==> config.mk <==
export PLATFORM = sky130hd
export DESIGN_NAME = mips_debug_controller
export DESIGN_NICKNAME = d
export VERILOG_FILES = /design/src/rtl/mips_debug_pkg.sv /design/src/rtl/dbg_word_serializer.sv /design/src/rtl/mips_debug_controller.sv
export SDC_FILE = /design/constraint.sdc
export NUM_CORES = 1
export LEC_CHECK = 0
export CAP_MARGIN = 20
export CORE_MARGIN = 2
export CORE_UTILIZATION = 45
export CTS_CLUSTER_DIAMETER = 150
export DETAILED_ROUTE_END_ITERATION = 8
export DONT_BUFFER_PORTS = 1
export PLACE_DENSITY = 0.69
export SLEW_MARGIN = 25
export SYNTH_ARGS = -nofsm -noshare
export SYNTH_HDL_FRONTEND = slang
export SYNTH_SLANG_ARGS = --single-unit
==> constraint.sdc <==
create_clock -name clk -period 6 [get_ports clk]
set_clock_uncertainty 0.1 [all_clocks]
set_input_delay 0.6 -clock clk [delete_from_list [all_inputs] [get_ports clk]]
set_output_delay 0.6 -clock clk [all_outputs]
set_load 0.03 [all_outputs]
==> src/rtl/mips_debug_pkg.sv <==
// Shared definitions for the MIPS debug controller: FSM states, command bytes
// and status bytes.
package mips_debug_pkg;

  typedef enum logic [2:0] {
    S_IDLE,
    S_STEP,
    S_RUN,
    S_LOAD,
    S_SEND,
    S_TAIL
  } state_e;

  localparam logic [7:0] CMD_STEP = 8'h73;
  localparam logic [7:0] CMD_CONT = 8'h63;
  localparam logic [7:0] CMD_DUMP = 8'h64;

  localparam logic [7:0] ST_END = 8'hA5;
  localparam logic [7:0] ST_RUN = 8'h5A;

  localparam int NUM_REGS = 32;

endpackage

==> src/rtl/dbg_word_serializer.sv <==
// Loads a 32-bit word and hands it out MSB byte first over a valid/ready port.
// A single-byte load sends only load_word[31:24].
module dbg_word_serializer (
  input  logic        clk,
  input  logic        reset,
  input  logic        load,
  input  logic        load_single,
  input  logic [31:0] load_word,
  input  logic        tx_ready,
  output logic [7:0]  tx_data,
  output logic        tx_valid,
  output logic        last_byte
);

  logic [31:0] sr_q, sr_d;
  logic [1:0]  cnt_q, cnt_d;
  logic        valid_q, valid_d;

  always_comb begin
    sr_d    = sr_q;
    cnt_d   = cnt_q;
    valid_d = valid_q;
    // A new load wins over an acceptance of the final byte in the same cycle.
    if (load) begin
      sr_d    = load_word;
      cnt_d   = load_single ? 2'd0 : 2'd3;
      valid_d = 1'b1;
    end else if (valid_q && tx_ready) begin
      if (cnt_q == 2'd0) begin
        valid_d = 1'b0;
      end else begin
        sr_d  = {sr_q[23:0], 8'h00};
        cnt_d = cnt_q - 2'd1;
      end
    end
  end

  always_ff @(posedge clk or posedge reset) begin
    if (reset) begin
      sr_q    <= '0;
      cnt_q   <= '0;
      valid_q <= 1'b0;
    end else begin
      sr_q    <= sr_d;
      cnt_q   <= cnt_d;
      valid_q <= valid_d;
    end
  end

  assign tx_data   = sr_q[31:24];
  assign tx_valid  = valid_q;
  assign last_byte = valid_q && (cnt_q == 2'd0);

endmodule

==> src/rtl/mips_debug_controller.sv <==
// Debug controller: decodes UART commands, gates the core clock-enable and
// dumps PC, register file and a data-memory window as a byte frame.
module mips_debug_controller
  import mips_debug_pkg::*;
#(
  parameter int MEM_WORDS = 32,
  parameter int RD_WAIT   = 2
) (
  input  logic        clk,
  input  logic        reset,
  input  logic [7:0]  rx_data,
  input  logic        rx_valid,
  output logic [7:0]  tx_data,
  output logic        tx_valid,
  input  logic        tx_ready,
  output logic        core_ena,
  output logic [4:0]  du_areg,
  output logic        du_regsel,
  output logic [31:0] du_amem,
  output logic        du_memsel,
  input  logic [31:0] core_pc,
  input  logic [31:0] core_regdata,
  input  logic [31:0] core_memdata,
  input  logic        core_pc_end,
  output logic        busy
);

  localparam int          WAIT_W  = (RD_WAIT > 1) ? $clog2(RD_WAIT) : 1;
  localparam logic [8:0]  LAST_W  = 9'(NUM_REGS + MEM_WORDS);
  localparam logic [8:0]  REG_TOP = 9'(NUM_REGS);

  state_e              state_q, state_d;
  logic [8:0]          w_q, w_d;
  logic [WAIT_W-1:0]   wait_q, wait_d;
  logic                core_ena_q, core_ena_d;
  logic [4:0]          areg_q, areg_d;
  logic [31:0]         amem_q, amem_d;
  logic                regsel_q, regsel_d;
  logic                memsel_q, memsel_d;
  logic                busy_q, busy_d;

  logic                ser_load, ser_single, ser_last;
  logic [31:0]         ser_word;
  logic [8:0]          mem_idx;

  always_comb begin
    state_d    = state_q;
    w_d        = w_q;
    wait_d     = wait_q;
    core_ena_d = 1'b0;
    areg_d     = areg_q;
    amem_d     = amem_q;
    ser_load   = 1'b0;
    ser_single = 1'b0;
    if (w_q == 9'd0)          ser_word = core_pc;
    else if (w_q <= REG_TOP)  ser_word = core_regdata;
    else                      ser_word = core_memdata;

    unique case (state_q)
      S_IDLE: begin
        if (rx_valid) begin
          case (rx_data)
            CMD_STEP: begin
              state_d    = S_STEP;
              core_ena_d = !core_pc_end;
            end
            CMD_CONT: begin
              state_d    = S_RUN;
              core_ena_d = !core_pc_end;
            end
            CMD_DUMP: begin
              state_d = S_LOAD;
              w_d     = 9'd0;
            end
            default: ;
          endcase
        end
      end
      S_STEP: begin
        state_d = S_LOAD;
        w_d     = 9'd0;
      end
      S_RUN: begin
        if (core_pc_end) begin
          state_d = S_LOAD;
          w_d     = 9'd0;
        end else begin
          core_ena_d = 1'b1;
        end
      end
      S_LOAD: begin
        if (wait_q == '0) begin
          ser_load = 1'b1;
          state_d  = S_SEND;
        end else begin
          wait_d = wait_q - 1'b1;
        end
      end
      S_SEND: begin
        if (ser_last && tx_ready) begin
          if (w_q == LAST_W) begin
            state_d    = S_TAIL;
            ser_load   = 1'b1;
            ser_single = 1'b1;
            ser_word   = {(core_pc_end ? ST_END : ST_RUN), 24'h0};
          end else begin
            w_d     = w_q + 9'd1;
            state_d = S_LOAD;
          end
        end
      end
      S_TAIL: begin
        if (ser_last && tx_ready) state_d = S_IDLE;
      end
      default: state_d = S_IDLE;
    endcase

    // Addresses update on LOAD entry so the read wait starts with them.
    mem_idx = w_d - 9'd33;
    if (state_d == S_LOAD && state_q != S_LOAD) begin
      wait_d = WAIT_W'(RD_WAIT - 1);
      if (w_d >= 9'd1 && w_d <= REG_TOP) areg_d = w_d[4:0] - 5'd1;
      if (w_d > REG_TOP)                 amem_d = {21'd0, mem_idx, 2'b00};
    end

    regsel_d = (state_d == S_LOAD || state_d == S_SEND) && (w_d >= 9'd1) && (w_d <= REG_TOP);
    memsel_d = (state_d == S_LOAD || state_d == S_SEND) && (w_d > REG_TOP);
    busy_d   = (state_d != S_IDLE);
  end

  always_ff @(posedge clk or posedge reset) begin
    if (reset) begin
      state_q    <= S_IDLE;
      w_q        <= '0;
      wait_q     <= '0;
      core_ena_q <= 1'b0;
      areg_q     <= '0;
      amem_q     <= '0;
      regsel_q   <= 1'b0;
      memsel_q   <= 1'b0;
      busy_q     <= 1'b0;
    end else begin
      state_q    <= state_d;
      w_q        <= w_d;
      wait_q     <= wait_d;
      core_ena_q <= core_ena_d;
      areg_q     <= areg_d;
      amem_q     <= amem_d;
      regsel_q   <= regsel_d;
      memsel_q   <= memsel_d;
      busy_q     <= busy_d;
    end
  end

  dbg_word_serializer u_ser (
    .clk         (clk),
    .reset       (reset),
    .load        (ser_load),
    .load_single (ser_single),
    .load_word   (ser_word),
    .tx_ready    (tx_ready),
    .tx_data     (tx_data),
    .tx_valid    (tx_valid),
    .last_byte   (ser_last)
  );

  assign core_ena  = core_ena_q;
  assign du_areg   = areg_q;
  assign du_amem   = amem_q;
  assign du_regsel = regsel_q;
  assign du_memsel = memsel_q;
  assign busy      = busy_q;

endmodule
Word level (Yosys, flattened, before mapping)
Cells that the tools add are included.
{"block": "op_classes", "eq_ne": 13, "n_lt_le_gt_ge": 4, "add_sub_neg": 5, "mux": 42, "n_reduce_logical": 22}
{"operator": "2-to-1 mux 32 bit", "n": 8}
{"operator": "2-to-1 mux 9 bit", "n": 5}
{"operator": "one-hot mux 9 bit (4 select lines)", "n": 1}
{"operator": "== test 8 x 7 -> 1 bit (second input constant)", "n": 3}
{"operator": "<= comparator 9 x 6 -> 1 bit (second input constant)", "n": 2}
{"operator": "2-to-1 mux 3 bit", "n": 6}
{"operator": "one-hot mux 3 bit (6 select lines)", "n": 1}
{"operator": "2-to-1 mux 1 bit", "n": 13}
{"operator": "adder 9 x 1 -> 9 bit (second input constant)", "n": 1}
{"operator": "== test 3 x 2 -> 1 bit (second input constant)", "n": 3}
{"operator": "== test 3 bit (second input constant)", "n": 3}
{"operator": "== test 9 x 7 -> 1 bit (second input constant)", "n": 1}
{"operator": "greater-or-equal comparator 9 x 1 -> 1 bit (second input constant)", "n": 1}
{"operator": "greater-than comparator 9 x 6 -> 1 bit (second input constant)", "n": 1}
{"operator": "zero test 9 bit", "n": 1}
{"operator": "one-hot mux 3 bit (3 select lines)", "n": 1}
{"operator": "subtractor 9 x 6 -> 9 bit (second input constant)", "n": 1}
{"operator": "logical AND 1 bit", "n": 8}
{"operator": "2-to-1 mux 2 bit", "n": 4}
{"operator": "2-to-1 mux 8 bit", "n": 1}
{"operator": "AND reduction 2 bit", "n": 4}
{"operator": "nonzero test 2 bit", "n": 3}
{"operator": "subtractor 5 x 1 -> 5 bit (second input constant)", "n": 1}
{"operator": "one-hot mux 1 bit (2 select lines)", "n": 2}
{"operator": "11 further kinds", "n": 11}
{"block": "word_totals", "output_inout_bits": 50, "in_bits": 109, "ff_bits": 66}

Logic depth before layout (Yosys ltp)
{"block": "depth", "depth_word": 9, "ltp_mapped": 12, "depth_no_buf": 12}

By module
Synthesis repeated with hierarchy kept, for this count alone.
{"block": "unflattened", "hier_cells": 536, "hier_area_um2": 4782.1}
{"module": "mips_debug_controller", "seq_area_each_um2": 775.7, "instances": 1, "cells_each": 345, "area_per_inst_um2": 2920.3}
{"module": "dbg_word_serializer", "seq_area_each_um2": 875.8, "instances": 1, "cells_each": 191, "area_per_inst_um2": 1861.8}

Least setup slack after synthesis
OpenSTA, ideal clock, no wires.
{"block": "synth_timing", "path_kind": "input -> register", "startpoint": "input port rx_data[0]", "endpoint": "register areg_q[0], in the netlist du_areg[0]", "t_arrival_ns": 3.124, "path_slack_ns": 2.651, "cell_stages": 10, "cell_sequence": "nor4b_2 nand4_1 o211ai_1 o21ai_1 a22oi_1 ha_1 a41oi_2 nor4_4 nand3b_4 mux2_4"}
{"block": "synth_via", "elab_chain_len": 7, "word_cells_on_any_way": 16, "cone_classes": "add/sub (1); order compare (2); eq/ne (4); mux (6); reduce/logical (3)"}
{"element": "start: declaration", "line_no": "mips_debug_controller.sv:11", "text": "input logic [7:0] rx_data,"}
{"element": "== test 8 x 7 -> 1 bit", "line_no": "mips_debug_controller.sv:62", "text": "case (rx_data)"}
{"element": "2-to-1 mux 9 bit or one-hot mux 3 bit (3 select lines) (tied branches)", "line_no": "mips_debug_controller.sv:62"}
{"element": "2-to-1 mux 9 bit or 2-to-1 mux 3 bit (tied branches)", "line_no": "mips_debug_controller.sv:61", "text": "if (rx_valid) begin"}
{"element": "one-hot mux 9 bit (4 select lines) or one-hot mux 3 bit (6 select lines) (tied branches)", "line_no": "mips_debug_controller.sv:59", "text": "unique case (state_q)"}
{"element": "greater-or-equal comparator 9 x 1 -> 1 bit, or another cell as far along", "line_no": "mips_debug_controller.sv:122", "text": "if (w_d >= 9'd1 && w_d <= REG_TOP) areg_d = w_d[4:0] - 5'd1;"}
{"element": "logical AND 1 bit, on equally long branches", "line_no": "mips_debug_controller.sv:122, mips_debug_controller.sv:120"}
{"element": "AND reduction 2 bit (no source line)"}
{"element": "end signal: assignment", "line_no": "mips_debug_controller.sv:147", "text": "areg_q <= areg_d;"}
{"element": "end: declaration", "line_no": "mips_debug_controller.sv:36", "text": "logic [4:0] areg_q, areg_d;"}
Several ways; a longest one is shown, not always the timed one.
A chain may end at the register's enable or synchronous reset.

Worst setup path in the final report
{"block": "layout_timing", "startpoint": "register state_q[2]", "endpoint": "register areg_q[4], in the netlist du_areg[4]"}
{"block": "layout_via", "elab_chain_len": 6, "word_cells_on_any_way": 22, "cone_classes": "add/sub (1); order compare (2); eq/ne (7); mux (8); reduce/logical (4)"}
{"element": "start: declaration", "line_no": "mips_debug_controller.sv:32", "text": "state_e state_q, state_d;"}
{"element": "start signal: assignment", "line_no": "mips_debug_controller.sv:143", "text": "state_q <= state_d;"}
{"element": "parallel branches: the longest is 6 deep, another holds greater-or-equal comparator 9 x 1 -> 1 bit"}
Parallel ways; which one is timed is not known.

==> impl_metrics.ini <==
[placed_design]
portBuffers = 0
dp_cells = 567
gp_congestion = 0.899
dp_slack_ns = 2.05
dp_hpwl_mm = 7.41
dpl-instance-area_um2 = 4290

[detailed_routing]
routed_via_density = 5.79
wl_per_cell_um = 17.4
ant_nets = 0
drt_pass1_iterations = 4
first_iter_violations = 181
drt-total-wl_mm = 10.2
vias = 3377
drc = 0

[logic_synthesis]
netlist_instances = 468
synth_edf_count = 0
yosysWarnings = 0
yosys_most_used_dff = dfrtp_1
synthXorXnorAreaFrac = 0.0142
synth-simple-area-share = 0.151
ys_types = 56
syn_avg_cell_area_um2 = 9.24
synth_seq_cells = 66
synth_top_family_by_area = compound AO/OA/AOI/OAI gates
synth_fa_ha_area_frac = 0.0145
ys_seq_area_frac = 0.382
muxShareOfSynthArea = 0.148
synth_compound_area_frac = 0.196
syn_area_um2 = 4330
async_flop_share = 1.00

[layout]
nets = 563
postLayoutCoreUtil = 0.487
fin_area_um2 = 4520
drive_gt1_frac = 0.0925
syn2layout_area_growth_pct = 4.42
fin_cells = 583
nFillCells = 908
num_antenna_cells = 0

[critical_path]
cp_slowest_stage_delay_ns = 0.60
cp_slowest_cell = dfrtp_1
path_max_fanout = 15
worstPathArrival_ns = 4.14
cp-start-kind = flip-flop
criticalPathCategory = reg -> reg
cp.required_ns = 6.13
cp-end-kind = flip-flop
path_cells = or3b_1, o211ai_1, o21ai_1, a21oi_1, ha_1, a41oi_2, nor4_4, nand3b_4, mux2_4

[cts]
cts.reportedPaths.clkPinSlew_ns = 0.08
cts_resized = 0
clockBufferDepth = 2
root_buffer = clkbuf_8
cts_tree = built
cts_made_buffers = 9
cts_htree_levels = 3
numClockSinks = 66
ctsHoldBuffers = 0
postCtsSetupBuffers = 0
clock_latency_ns = 0.34

[timing]
hold_violations = 0
fmax_mhz = 249
period_share = 0.668
slew_viol_final = 0
maxSlewHeadroom = 0.435
setup_tns_ns = 0
setup_viol = 0
worst_slack_ns = 1.99
tightest_slew_ns = 0.848
min_period_ns = 4.01
grt_setup_unrepaired = no

[global_route]
antenna_found_initial = 0
grt_max_degree = 67
grt_pass1_wl_mm = 15.9
grt.total_usage = 0.195
grt_pass1_vias = 3208
overflow = 0

[floorplanning]
initial_utilization = 0.466
core.rowCount = 35
die_area_um2 = 10400
fp.dieW_um = 102
ios = 159
coreArea_um2 = 9280
die_h_um = 102

[hold_path]
hold_path.class = in -> reg

[power]
power.static_leakage_nw = 2.16
power_density_nw_per_um2 = 393
ir_drop_v = 0.000157

[run]
drv_cap = 0

[outcome]
status = completed
[stage by stage]
stage / power [mW] / hold slack, ns
2_1_floorplan: 1.28 / 0.349
3_3_place_gp: 1.34 / 0.362
3_5_place_dp: 1.36 / 0.375
4_1_cts: 1.79 / 0.209
5_1_grt: 1.90 / 0.210
6_report: 1.78 / 0.227
[layout by cell type (no fill, tap or decap), types with 4 or more instances in the layout]
cell type and n:
o21ai_0 22, mux2i_1 50, mux2_4 4, nand2_1 59
conb_1 23, o31ai_1 19, clkbuf_8 10, o21ai_1 28
nand3_1 6, nor2_1 19, o22ai_1 10, o211ai_1 19
xnor2_1 5, buf_4 5, a21oi_1 10, mux2_1 7
nor3_1 6, o21a_1 8, dfrtp_1 66, ha_1 5
inv_1 17
[sequential cells by signal, indices dropped and copies added, names as in the netlist]
name,count
state_q,3
du_memsel,1
core_ena,1
u_ser.sr_q,32
du_areg,5
u_ser.cnt_q,2
du_regsel,1
du_amem,9
w_q,9
busy,1
u_ser.tx_valid,1
wait_q,1
[routing by layer]
metal  GRT usage  vias to the layer above  wire length, um
met5           0                        -                0
met4      0.0564                        0              155
met3      0.0472                       13              635
met2       0.320                      133             4740
met1       0.259                     1628             4640
li1            -                     1603                -
[worst paths after layout]
kind / endpoint / startpoint / cells after the start / slack, ns
setup / recovery: du_areg[4]$_DFFE_PP0P_ / state_q[2]$_DFF_PP0_ / 9 / 1.99
hold / removal: core_ena$_DFF_PP0_ / core_pc_end / 1 / 0.23
setup reg to reg: du_areg[4]$_DFFE_PP0P_ / state_q[2]$_DFF_PP0_ / 9 / 1.99
hold reg to reg: u_ser.sr_q[7]$_DFFE_PP0P_ / u_ser.sr_q[7]$_DFFE_PP0P_ / 2 / 0.39
max in group asynchronous: state_q[2]$_DFF_PP0_ / reset / 2 / 4.95
min in group asynchronous: u_ser.sr_q[0]$_DFFE_PP0P_ / reset / 2 / 0.30
[area by class of cell]
| type | count | area (um^2) | share of cell area |
|---|---|---|---|
| flip-flops and latches | 66 | 1650 | 0.366 |
| repair buffers | 5 | 37.5 | 0.00831 |
| clock inverters | 6 | 88.8 | 0.0197 |
| multi-input cells | 349 | 2370 | 0.525 |
| clock buffers | 10 | 138 | 0.0305 |
| inverters | 18 | 67.6 | 0.0150 |
| well taps | 129 | 161 | 0.0357 |
[worst max-delay path, delay by kind of cell (launching register included)]
kind                       cells  cell delay (ns)
muxes                          1             0.33
and+or+nand+nor                3             1.25
DFF                            1             0.60
adders and majority gates      1             0.29
AOI/OAI and AO/OA              4             1.33
[synth_stat cells, drive strengths merged, types with 6 or more instances]
cell type,instances,share of area
o22ai,10,0.014
inv,18,0.016
mux2i,50,0.12
buf,38,0.062
o21a,8,0.014
o31ai,19,0.033
nand3,7,0.0093
a21oi,10,0.012
nor4,7,0.016
o21ai,50,0.058
mux2,11,0.032
nor3,6,0.0069
nor2,20,0.019
clkbuf,19,0.016
dfrtp,66,0.38
nand2,60,0.052
o211ai,19,0.033
[cells by family after synthesis]
logic type      count (synthesis)
compound gates                132
xor+xnor                        7
fa+ha+maj                       5
buf+inv                        75
flops                          66
mux                            61
other cells                     1
simple gates                  121
[where the power goes]
part           internal (mW)  switching, mW  total [mW]
sequential             0.581          0.201       0.781
clock                  0.246          0.176       0.422
combinational          0.234          0.340       0.574
total                   1.06          0.717        1.78
Note: power is estimated with default switching activity, not from simulation.
